`src/rtl/attack_sched.sv`:
```
// Round-robin attack-phase scheduler: shares one two-stage attack table among SLOTS
// operator slots and returns slot-tagged attack levels.
module attack_sched #(
  parameter int SLOTS = 18,
  parameter int AW    = 22,
  parameter int DW    = 13
) (
  input  logic             clk,
  input  logic             reset_n,
  input  logic             clkena,
  input  logic             start_valid,
  input  logic [4:0]       start_slot,
  input  logic [AW-1:0]    start_rate,
  input  logic             abort_valid,
  input  logic [4:0]       abort_slot,
  output logic [AW-1:0]    tbl_addr,
  input  logic [DW-1:0]    tbl_data,
  output logic [SLOTS-1:0] busy,
  output logic             out_valid,
  output logic [4:0]       out_slot,
  output logic [DW-1:0]    out_data,
  output logic             out_done
);

  typedef enum logic {S_IDLE = 1'b0, S_ATTACK = 1'b1} slot_state_e;

  typedef struct packed {
    logic       valid;
    logic [4:0] slot;
    logic       done;
  } tag_t;

  localparam logic [AW-1:0] PHASE_MAX = {AW{1'b1}};
  localparam logic [4:0]    PTR_LAST  = 5'(SLOTS - 1);

  slot_state_e   state_q [SLOTS];
  slot_state_e   state_d [SLOTS];
  logic [AW-1:0] phase_q [SLOTS];
  logic [AW-1:0] phase_d [SLOTS];
  logic [AW-1:0] rate_q  [SLOTS];
  logic [AW-1:0] rate_d  [SLOTS];
  logic [4:0]    ptr_q, ptr_d;

  tag_t          tag1_q, tag1_d;
  tag_t          tag2_q, tag2_d;
  logic          out_valid_q, out_valid_d;
  logic [4:0]    out_slot_q, out_slot_d;
  logic [DW-1:0] out_data_q, out_data_d;
  logic          out_done_q, out_done_d;

  logic          vis_busy;
  logic [AW-1:0] vis_phase;
  logic [AW-1:0] vis_rate;
  logic [AW:0]   vis_sum;
  logic [AW-1:0] vis_next;
  logic          vis_done;

  // Visit, then start, then abort: later assignments in the loop take precedence.
  always_comb begin
    ptr_d     = (ptr_q == PTR_LAST) ? 5'd0 : ptr_q + 5'd1;
    state_d   = state_q;
    phase_d   = phase_q;
    rate_d    = rate_q;
    vis_busy  = 1'b0;
    vis_phase = '0;
    vis_rate  = '0;
    for (int i = 0; i < SLOTS; i++) begin
      if (ptr_q == 5'(i)) begin
        vis_busy  = (state_q[i] == S_ATTACK);
        vis_phase = phase_q[i];
        vis_rate  = rate_q[i];
      end
    end
    vis_done = vis_busy && (vis_phase == PHASE_MAX);
    vis_sum  = {1'b0, vis_phase} + {1'b0, vis_rate};
    vis_next = vis_sum[AW] ? PHASE_MAX : vis_sum[AW-1:0];
    tbl_addr = vis_busy ? vis_phase : '0;

    for (int i = 0; i < SLOTS; i++) begin
      if (vis_busy && ptr_q == 5'(i)) begin
        if (vis_done) state_d[i] = S_IDLE;
        else          phase_d[i] = vis_next;
      end
      if (start_valid && start_slot == 5'(i)) begin
        state_d[i] = S_ATTACK;
        phase_d[i] = '0;
        rate_d[i]  = start_rate;
      end
      if (abort_valid && abort_slot == 5'(i)) begin
        state_d[i] = S_IDLE;
        phase_d[i] = '0;
      end
    end
  end

  // Tags track the table's two-stage latency; output fields hold between results.
  always_comb begin
    tag1_d.valid = vis_busy;
    tag1_d.slot  = ptr_q;
    tag1_d.done  = vis_done;
    tag2_d       = tag1_q;
    out_valid_d  = tag2_q.valid;
    out_slot_d   = out_slot_q;
    out_data_d   = out_data_q;
    out_done_d   = out_done_q;
    if (tag2_q.valid) begin
      out_slot_d = tag2_q.slot;
      out_data_d = tbl_data;
      out_done_d = tag2_q.done;
    end
  end

  always_ff @(posedge clk or negedge reset_n) begin
    if (!reset_n) begin
      ptr_q       <= '0;
      tag1_q      <= '0;
      tag2_q      <= '0;
      out_valid_q <= 1'b0;
      out_slot_q  <= '0;
      out_data_q  <= '0;
      out_done_q  <= 1'b0;
      for (int i = 0; i < SLOTS; i++) begin
        state_q[i] <= S_IDLE;
        phase_q[i] <= '0;
        rate_q[i]  <= '0;
      end
    end else if (clkena) begin
      ptr_q       <= ptr_d;
      state_q     <= state_d;
      phase_q     <= phase_d;
      rate_q      <= rate_d;
      tag1_q      <= tag1_d;
      tag2_q      <= tag2_d;
      out_valid_q <= out_valid_d;
      out_slot_q  <= out_slot_d;
      out_data_q  <= out_data_d;
      out_done_q  <= out_done_d;
    end
  end

  always_comb begin
    busy = '0;
    for (int i = 0; i < SLOTS; i++) begin
      busy[i] = (state_q[i] == S_ATTACK);
    end
  end

  assign out_valid = out_valid_q;
  assign out_slot  = out_slot_q;
  assign out_data  = out_data_q;
  assign out_done  = out_done_q;

endmodule

```
`config.mk`:
```
export PLATFORM = sky130hd
export DESIGN_NAME = attack_sched
export DESIGN_NICKNAME = d
export VERILOG_FILES = /design/src/rtl/attack_sched.sv
export SDC_FILE = /design/constraint.sdc
export NUM_CORES = 2
export LEC_CHECK = 0
export CORE_MARGIN = 10
export CORE_UTILIZATION = 65
export DETAILED_ROUTE_END_ITERATION = 8
export PLACE_DENSITY = 0.91
export SETUP_SLACK_MARGIN = 0.15
export SYNTH_ARGS = -nofsm -noshare
export SYNTH_HDL_FRONTEND = slang
export SYNTH_SLANG_ARGS = --single-unit
```
`constraint.sdc`:
```
create_clock -name clk -period 12.8 [get_ports clk]
set_clock_uncertainty 0.2 [all_clocks]
set_input_delay 2.56 -clock clk [delete_from_list [all_inputs] [get_ports clk]]
set_output_delay 2.56 -clock clk [all_outputs]
set_load 0.01 [all_outputs]
```
==> results.toml <==
[clock_tree]
insertion_delay_ps = 690
path_clk_slew_ps = 70
numCtsBuffers = 84
max-clock-path-buffers = 3
htreeDepth = 3
cts-root-buf = "clkbuf_16"
tritoncts = "done"
cts.sinks = 849
cts_hold_buf = 0
cts_resized = 0
cts_setup_buffers = 0

[setup_path]
critPathArrivalTime_ps = 6340
timing.critical_path.buf_inv = 3
cp_common_cell = "buf_4"
path_cells = "buf_4 > or3b_1 > buf_4 > o21ai_1 > a211oi_1 > o21bai_1 > a221oi_1 > a2111oi_0 > a211o_1 > and2_1 > clkdlybuf4s50_1"
path_class = "reg2out"
crit_fanout = 38
worstSetupStartpointType = "flop"
cpPeakStageDelay_ps = 1260
cp_top_family = "compound AO/OA/AOI/OAI gates"
cp-end-kind = "output pin"
worstPathRequired_ps = 10040
slowest_stage = "a221oi_1"

[global_routing]
overflow = 0
grtUsageTotal = 0.4070
antenna_found_initial = 15
grt_pass1_wl_mm = 232.3
first_global_vias = 37267
grt_max_degree = 190

[synthesis]
yosys.area_share.simple = 0.08121
synthFlopType = "dfrtp_1"
avgSynthCellArea_um2 = 11.38
synth_edf_count = 0
seq_area_frac_synth = 0.5073
synthXorXnorAreaFrac = 0.002510
synthCells = 3679
synth-seq-cells = 849
synth_compound_area_frac = 0.2388
async_flop_share = 1.000
synth_top_family_by_area = "compound AO/OA/AOI/OAI gates"
ys_warn_count = 0
syn_nets = 3757
synth-adder-area-share = 0.008545
synth_cell_type_count = 96
synthesis.area_um2 = 41880
synth_mux_area_frac = 0.1158

[route]
wire_per_inst_um = 34.13
drtIter0Drc = 7456
ant_nets = 0
first_pass_iters = 9
viasPerCell = 8.176
drc_errors = 7
num_vias = 37102
drt_wl_total_mm = 154.9

[pwr]
leakagePower_nw = 19.97
power_density_nw_per_um2 = 291.9
max-vdd-ir-drop_mv = 0.5129

[cells_and_area]
instances_no_fill = 4538
fin_nets = 3698
final_cell_mix = "846 x dfrtp_1, 429 x mux2_2, 305 x o2bb2ai_1"
drive_above_1_share = 0.2155
syn_to_final_growth_pct = 10.20
mostFrequentLayoutCell = "dfrtp_1"

[sta]
slew_headroom = -0.01736
fin_crit_ps = 9097
rsz0062_at_grt = "false"
layout_setup_ws_ps = 3703
finalHoldViolCount = 0
finalCritPeriodShare = 0.7107
tightestPinTransition_ps = 1526
finalMaxSlewViolations = 1
fin_tns_setup_ps = 0
setup_viol = 0
max_freq_ghz = 0.1099

[floorplanning]
die_y_um = 273.8
die_x_um = 273.8
die_area_um2 = 74980
ioPinCount = 110
num_rows = 92
core_area_um2 = 63430
initial_core_util = 0.6602

[job]
maxCapViolCount = 1

[run_status]
status = "finished, violations left"
violations = "design-rule violations, max-capacitance violations, max-slew violations"

[placed_design]
gp_congestion = 0.9947
dp_hpwl_mm = 91.58
pre_cts_slack_ps = 4475
portBuffers = 109
dp.cells = 4378

[hold_path]
hold_path_class = "reg2reg"
cell type report:
cell class	count	area, um2
Multi-Input combinational cell	2418	19000
Tap cell	846	1059
Antenna cell	7	17.52
Fill cell	3900	17280
Clock buffer	121	2371
Clock inverter	30	322.8
Inverter	50	187.7
Timing Repair Buffer	217	1939
Sequential cell	849	21250
worst paths after layout:
kind                             start      endpoint  slack [ps]  depth (start not counted)
min in group asynchronous      reset_n  phase_q[246]        1720                          1
setup reg to reg              ptr_q[0]  phase_q[380]        3730                         24
setup / recovery              ptr_q[3]  tbl_addr[16]        3700                         11
max in group asynchronous      reset_n    rate_q[64]        8250                          3
hold / removal             phase_q[31]   phase_q[31]         290                          1
hold reg to reg            phase_q[31]   phase_q[31]         290                          1
cells by family after synthesis:
logic type / after synthesis
AOI/OAI and AO/OA: 1273
xor gates and xnor gates: 12
adders and majority gates: 28
buffers and inverters: 412
DFF: 849
muxes: 431
and+or+nand+nor: 674
layer usage:
metal,track usage,routed length (um),part of all wire,vias to the layer above
met5,0.002630,152,0.00098,-
met4,0.3028,15270,0.099,18
met3,0.1887,25260,0.16,1311
met2,0.5794,64420,0.42,4018
met1,0.4760,49750,0.32,17815
li1,-,-,-,13940
flip-flops by register name, indices dropped and copies added, names as in the netlist:
name	count
out_data	13
out_valid_d	1
out_done	1
out_valid	1
busy	18
tag1_q	7
ptr_q	5
tag2_q	6
out_slot	5
rate_q	396
phase_q	396
power by group:
group	leakage (nW)	switching (mW)	internal, mW
Combinational	7.39	5.07	2.12
Sequential	11.2	0.452	3.34
Clock	1.33	1.11	1.38
Total	20.0	6.63	6.84
Yosys cell counts (all sizes together), types with 8 or more instances:
master	count	area, um2
a211o	10	87.58
o2111ai	30	281.5
or3	17	106.4
a221o	29	290.3
nand4bb	8	90.09
o221ai	24	216.5
mux2	429	4831
a311oi	10	87.58
o21ai	190	950.9
nor2	194	738.2
o2bb2ai	335	3122
ha	27	337.8
a32o	44	440.4
a222oi	12	120.1
a221oi	82	724.4
buf	157	959.7
a32oi	12	105.1
nand2	175	656.9
o211ai	38	285.3
inv	50	187.7
a211oi	48	372.9
nand2b	40	250.2
a22oi	37	447.9
dfrtp	849	21250
clkbuf	205	769.5
a31oi	19	118.9
nand4b	9	78.83
and2	24	150.1
nand3	50	250.2
o31ai	8	60.06
nand3b	11	86.33
nor3	49	250.2
a21o	15	112.6
o211a	14	140.1
or2	9	56.30
o21a	32	240.2
xnor2	8	70.07
nor4	12	90.09
nor2b	24	150.1
nand4	12	75.07
o22ai	53	331.6
a21oi	162	814.5
per-stage QoR:
| step | hold WS (ps) | cell area (um2) | power, mW | util |
|---|---|---|---|---|
| final | 286.5 | 46150 | 13.47 | 0.7276 |
| after floorplan | 247.5 | 41880 | 7.826 | - |
| after detailed placement | 266.5 | 43400 | 10.37 | 0.6843 |
| after global routing | 296.9 | 46130 | 13.76 | 0.7273 |
| after CTS | 284.9 | 46100 | 12.90 | 0.7268 |
| after global placement | 262.3 | 43400 | 10.20 | 0.6843 |
No activity file was read; power rests on OpenSTA's default activity.
